[src/rtl/pipe_stage_reg.sv]
// -----------------------------------------------------------------------------
// pipe_stage_reg
//
// Purpose:
//   Pipeline register stage that carries a WIDTH-bit payload between two stages
//   with a valid/ready handshake. A 2-entry skid buffer (main + skid register)
//   makes in_ready a registered signal, so it does not depend combinationally on
//   out_ready. A synchronous flush discards every held entry, which inserts a
//   bubble. One block serves every field group (IF/ID, ID/EX, EX/MEM, MEM/WB).
//
// Parameters:
//   WIDTH      payload width in bits (>= 1)
//   RESET_VAL  value loaded into both data registers on reset and on flush
//
// Ports:
//   clk        in   clock, rising edge
//   rst        in   asynchronous active-low reset
//   flush      in   synchronous flush, drops all held entries
//   in_valid   in   upstream presents a payload
//   in_ready   out  stage can accept a payload this cycle (registered)
//   in_data    in   upstream payload
//   out_valid  out  out_data holds a valid payload
//   out_ready  in   downstream accepts out_data this cycle
//   out_data   out  payload to downstream, driven straight from the main register
//   count      out  occupancy: 0, 1 or 2
// -----------------------------------------------------------------------------
module pipe_stage_reg #(
    parameter int unsigned       WIDTH     = 32,
    parameter logic [WIDTH-1:0]  RESET_VAL = '0
) (
    input  logic             clk,
    input  logic             rst,
    input  logic             flush,
    input  logic             in_valid,
    output logic             in_ready,
    input  logic [WIDTH-1:0] in_data,
    output logic             out_valid,
    input  logic             out_ready,
    output logic [WIDTH-1:0] out_data,
    output logic [1:0]       count
);

    // The state encoding equals the occupancy, so count is the state register.
    typedef enum logic [1:0] {
        StEmpty = 2'd0,
        StOne   = 2'd1,
        StFull  = 2'd2
    } state_e;

    state_e           r_state;
    state_e           w_state_nxt;
    logic [WIDTH-1:0] r_data_m;
    logic [WIDTH-1:0] r_data_s;
    logic [WIDTH-1:0] w_data_m_nxt;
    logic [WIDTH-1:0] w_data_s_nxt;

    logic             w_in_fire;
    logic             w_out_fire;

    // in_ready depends only on the registered state, never on out_ready.
    assign w_in_fire  = in_valid & (r_state != StFull);
    assign w_out_fire = (r_state != StEmpty) & out_ready;

    // -------------------------------------------------------------------------
    // State and data registers
    // -------------------------------------------------------------------------
    always_ff @(posedge clk or negedge rst) begin
        if (!rst) begin
            r_state  <= StEmpty;
            r_data_m <= RESET_VAL;
            r_data_s <= RESET_VAL;
        end else begin
            r_state  <= w_state_nxt;
            r_data_m <= w_data_m_nxt;
            r_data_s <= w_data_s_nxt;
        end
    end

    // -------------------------------------------------------------------------
    // Next-state and data-path selection
    // -------------------------------------------------------------------------
    always_comb begin
        // Data registers hold unless an accept, skid move or flush touches them.
        w_state_nxt  = r_state;
        w_data_m_nxt = r_data_m;
        w_data_s_nxt = r_data_s;

        if (flush) begin
            // Flush outranks both handshakes; a payload offered now is dropped.
            w_state_nxt  = StEmpty;
            w_data_m_nxt = RESET_VAL;
            w_data_s_nxt = RESET_VAL;
        end else begin
            case (r_state)
                StEmpty: begin
                    if (w_in_fire) begin
                        w_data_m_nxt = in_data;
                        w_state_nxt  = StOne;
                    end
                end
                StOne: begin
                    if (w_in_fire && w_out_fire) begin
                        w_data_m_nxt = in_data;
                    end else if (w_in_fire) begin
                        // Downstream stalled: park the new payload behind the main one.
                        w_data_s_nxt = in_data;
                        w_state_nxt  = StFull;
                    end else if (w_out_fire) begin
                        // data_m keeps its last value while empty.
                        w_state_nxt  = StEmpty;
                    end
                end
                StFull: begin
                    if (w_out_fire) begin
                        w_data_m_nxt = r_data_s;
                        w_state_nxt  = StOne;
                    end
                end
                default: begin
                    // Unreachable encoding; recover to a clean empty stage.
                    w_state_nxt  = StEmpty;
                    w_data_m_nxt = RESET_VAL;
                    w_data_s_nxt = RESET_VAL;
                end
            endcase
        end
    end

    // -------------------------------------------------------------------------
    // Outputs
    // -------------------------------------------------------------------------
    always_comb begin
        out_valid = (r_state != StEmpty);
        in_ready  = (r_state != StFull);
        count     = r_state;
        out_data  = r_data_m;
    end

endmodule

[config.mk]
export PLATFORM = sky130hd
export DESIGN_NAME = pipe_stage_reg
export DESIGN_NICKNAME = d
export VERILOG_FILES = /design/src/rtl/pipe_stage_reg.sv
export SDC_FILE = /design/constraint.sdc
export NUM_CORES = 1
export LEC_CHECK = 0
export BUFFER_PORTS_ARGS = -buffer_cell sky130_fd_sc_hd__buf_2
export CAP_MARGIN = 10
export CORE_AREA = 2 2 82 84
export CTS_CLUSTER_SIZE = 16
export DETAILED_ROUTE_END_ITERATION = 7
export DIE_AREA = 0 0 84 86
export PLACE_DENSITY = 0.68
export SYNTH_ARGS = -nofsm -noshare
export SYNTH_HDL_FRONTEND = slang
export SYNTH_SLANG_ARGS = --single-unit
[constraint.sdc]
create_clock -name clk -period 1.5 [get_ports clk]
set_input_delay 0.225 -clock clk [delete_from_list [all_inputs] [get_ports clk]]
set_output_delay 0.225 -clock clk [all_outputs]
set_load 0.02 [all_outputs]
* After elaboration in Yosys (flattened, before gate mapping)
Cells that the tools add are included.
Word-level totals: output and inout bits 36, register bits 66, ROM bits 0, RAM bits 0, latch bits 0, memories 0
Operators by class: shift operators 0, $mul 0, equal/unequal tests 10, bitwise operators 2, $lt $le $gt $ge 0, $add $sub $neg 0, multiplexer cells 15, divide/modulo/power cells 0, reductions and logical operators 7
Operator list (number):
- $mux 32 | 6
- $pmux 32 s3 | 1
- $pmux 32 s2 | 1
- $ne 3x3->1 const B | 5
- $mux 2 | 6
- $pmux 2 s3 | 1
- $reduce_and 3->1 | 2
- $ne 4x4->1 const B | 1
- $reduce_and 4->1 | 1
- $and 1x1->1 | 2
- $eq 2x1->1 const B | 1
- $eq 2x2->1 const B | 1
- $logic_not 2->1 | 1
- $ne 2x1->1 const B | 1
- $ne 2x2->1 const B | 1
- $reduce_bool 2->1 | 1
- $reduce_or 2->1 | 1
- $logic_and 1x1->1 | 1

* Depth between registers and ports, before layout
depth in word-level cells 7, depth in mapped cells 5, depth with buffers taken out 3

* Worst setup path before layout
Ideal clock, no wire load.
path kind register to register, start register r_state[0], in the netlist count[0], end register r_data_m[0], in the netlist out_data[0], setup slack -0.173 ns, buffers on the path 2, library setup time 0.126 ns, stages on the path, launching flop included 6, arrival 1.547 ns, path through dfrtp_1 > buf_2 > nor2b_4 > o311a_4 > buf_6 > a221o_1
Between the ends: word-level cells in the longest chain between the ends 5, elaborated cells on any way between the ends 14, classes of those cells eq/ne (6); mux (2); bitwise (2); reduce/logical (4)
Ends and longest elaborated chain:
- start: declaration | RTL line 50 | state_e r_state;
- start signal: assignment | RTL line 69 | r_state <= StEmpty;
- start signal: assignment | RTL line 73 | r_state <= w_state_nxt;
- $ne 2x2->1 / $reduce_bool 2->1 (equally long branches) | RTL line 61, 62
- $and 1x1->1, on equally long branches | RTL line 61, 62
- $logic_and 1x1->1 | RTL line 102 | if (w_in_fire && w_out_fire) begin
- $ne 3x3->1 (no line)
- $reduce_and 3->1 (no line)
- end signal: assignment | RTL line 74 | r_data_m <= w_data_m_nxt;
- end: declaration | RTL line 52 | logic [WIDTH-1:0] r_data_m;
Several ways; a longest one is shown, not always the timed one. A chain may end at the register's enable or synchronous reset.

* Worst setup path after layout
start register r_state[0], in the netlist count[0], end register r_data_m[19], in the netlist out_data[19]
Same word-level chain as after synthesis.

==> out/qor.txt <==
number of antenna diodes -> 0
Seq pwr share -> 0.493
CP required -> 1.72 ns
Yosys warnings -> 0
outcome -> completed
root buffer cell -> clkbuf_8
Worst R2R Path Depth -> 3
Final setup viols -> 0
Worst VDD drop -> 1.00 mV
Distinct cells, synth -> 26
pre-CTS setup slack -> -0.0152 ns
Pins Over Slew Limit -> 0
CTS H-tree depth -> 3
worst-path fanout max -> 16
prevailing post-synth register cell -> dfrtp_1
Non-Filler Instances -> 380
total core area -> 0.00628 mm²
first-pass iteration count of the detailed router -> 4
Die Y -> 86 µm
Final nets -> 336
synth top area cells -> dfrtp_1 60%, a221o_1 12%, a22o_1 8.5%
hpwl dp -> 4050 µm
Routed Wire Length -> 6540 µm
Hold Path Class -> primary input to flip-flop
Area Overhead vs Synth -> 29.6%
Row Count -> 29
Max Cap Viol -> 0
initial antenna violation count -> 0
RSZ-0062 raised after global routing -> true
top cell type's share of synthesized area -> 0.596
post-route ant nets -> 0
Sw Pwr -> 0.998 mW
post-layout min period -> 1.50 ns
CTS Buf Count -> 9
vias in the first global route -> 2091
#FFs+latches synth -> 66
syn_nets -> 247
DRC Markers -> 0
register area share after synthesis -> 0.596
via count -> 2123
Int Pwr -> 2.91 mW
ys async rst share -> 1.00
Sw Ratio -> 0.256
Starting Density -> 0.441
first-pass GRT wire length -> 10200 µm
worst path arrival time -> 1.72 ns
Detailed Route Iter0 Violations -> 126
Post-synth EDFFs -> 0
die area -> 0.00722 mm²
count leader, synth -> dfrtp_1
syn avg cell area -> 13.2 µm²
Vias/cell -> 5.59
crit path launch type -> flip-flop
Comb power frac -> 0.143
Worst slew margin -> 0.739
R2R setup slack -> 0.0001 ns
total track usage -> 0.181
largest net degree at the start of global routing -> 34
setup ws final -> 0.000112 ns
crit path capture type -> flip-flop
f_max -> 0.667 GHz
Post-synth top cells -> 66 x dfrtp_1, 32 x a221o_1, 32 x and2_1, 27 x a22o_1, 10 x buf_2
CTS clk-pin slew, worst paths -> 0.07 ns
grt total ovfl -> 0
Hold Violations, Final -> 0
cell count after synthesis -> 210
ratio of cells with drive above 1 in the final layout -> 0.393
Longest Clk Path Bufs -> 2
Critical Path Source -> count[0]$_DFFE_PN0P_
IO Pins -> 73
number of fill cells -> 523
Fin Clk Skew -> 0.00770 ns
wire length per cell -> 17.2 µm
IO buf count -> 72
CTS tree -> done
worst setup path class -> flip-flop to flip-flop
R2R Path Start -> count[0]$_DFFE_PN0P_
Worst-Margin Slew -> 0.392 ns
crit share post-route -> 1.00
worst hold slack -> 0.132 ns
Placer Congestion -> 0.722
Clock Latency Late Sink -> 0.33 ns
final setup TNS -> 0 ns
Synth area leader -> dfrtp_1
Leakage -> 1.85 nW
Clock Sinks -> 66
total power density per cell area -> 1090 mW/mm²
Clk network pwr share -> 0.365
Placed Cells -> 359
width of the die -> 84 µm
Worst setup endpoint -> out_data[19]$_DFFE_PN0P_
Post-Syn Area -> 0.00277 mm²
R2R Path End -> out_data[19]$_DFFE_PN0P_
what timing repair did:
item | CTS | global route
hold endpoints to repair | 13 | 0
resized for setup | 7 | 13
setup endpoints to repair | 11 | 46
hold buffers | 1 | 0
pin swaps | 1 | 19
cloned | 0 | 2
buffers inserted | 2 | 1
how the worst min path moves through the flow:
stage | start | end | slack [ns] | depth (start not counted)
floorplan | rst | count[0]$_DFFE_PN0P_ | -0.07 | 0
global placement | rst | out_data[1]$_DFFE_PN0P_ | 0.16 | 1
detailed placement | rst | out_data[1]$_DFFE_PN0P_ | 0.17 | 1
CTS | in_data[24] | r_data_s[24]$_DFFE_PN0P_ | 0.11 | 2
global route | in_data[11] | r_data_s[11]$_DFFE_PN0P_ | 0.12 | 2
finish | in_data[23] | r_data_s[23]$_DFFE_PN0P_ | 0.13 | 2
registers in the layout, indices dropped and copies added (netlist names):
signal	cells
r_data_s	32
out_data	32
count	2
final cells by class:
cell class,count,area (µm²),share of cell area
inverters,7,26.3,0.00732
well taps,77,96.3,0.0268
multi-input cells,120,1030,0.287
clock inverters,3,40.0,0.0111
flip-flops and latches,66,1650,0.461
repair buffers,95,599,0.167
clock buffers,12,145,0.0404
power by group through the flow:
stage	clock network (mW)	registers, mW	logic (mW)
2_1_floorplan	0	2.03	0.217
3_3_place_gp	0	1.95	0.519
3_5_place_dp	0	1.95	0.525
4_1_cts	1.47	1.92	0.542
5_1_grt	1.54	1.93	0.605
6_report	1.42	1.92	0.558
through the flow:
step	cell area, µm²	util	total power [mW]
floorplan	2790	-	2.24
global placement	3290	0.525	2.47
detailed placement	3290	0.525	2.48
CTS	3530	0.562	3.94
global route	3590	0.572	4.08
finish	3590	0.572	3.91
cell families (layout without fill, tap and decap cells):
family / Yosys count / count (layout) / synth area share
compound gates: 65 / 66 / 0.221
buf+inv: 25 / 117 / 0.0465
flops: 66 / 66 / 0.596
mux: 7 / 7 / 0.0253
simple gates: 47 / 47 / 0.112
placed cells by master (no fill, tap or decap), drive strengths merged, types with 6 or more instances in the layout:
cell type and count:
and2 32, a221o 32, a22o 27, dfrtp 66, mux2i 7, clkbuf 12, nand2 6, buf 94
inv 7
critical path, cell delays in order (launching register included):
cell and delay [ns]:
dfrtp_2 0.41, nor2b_4 0.15, o311a_4 0.49, a221o_1 0.34
metal layers:
metal | up-vias | wire [µm] | GRT usage
met1 | 1057 | 2890 | 0.231
met5 | - | 0 | 0
met3 | 10 | 491 | 0.0626
li1 | 970 | - | -
met2 | 86 | 3070 | 0.292
met4 | 0 | 93 | 0.0557
(Power assumes the default switching activity.)
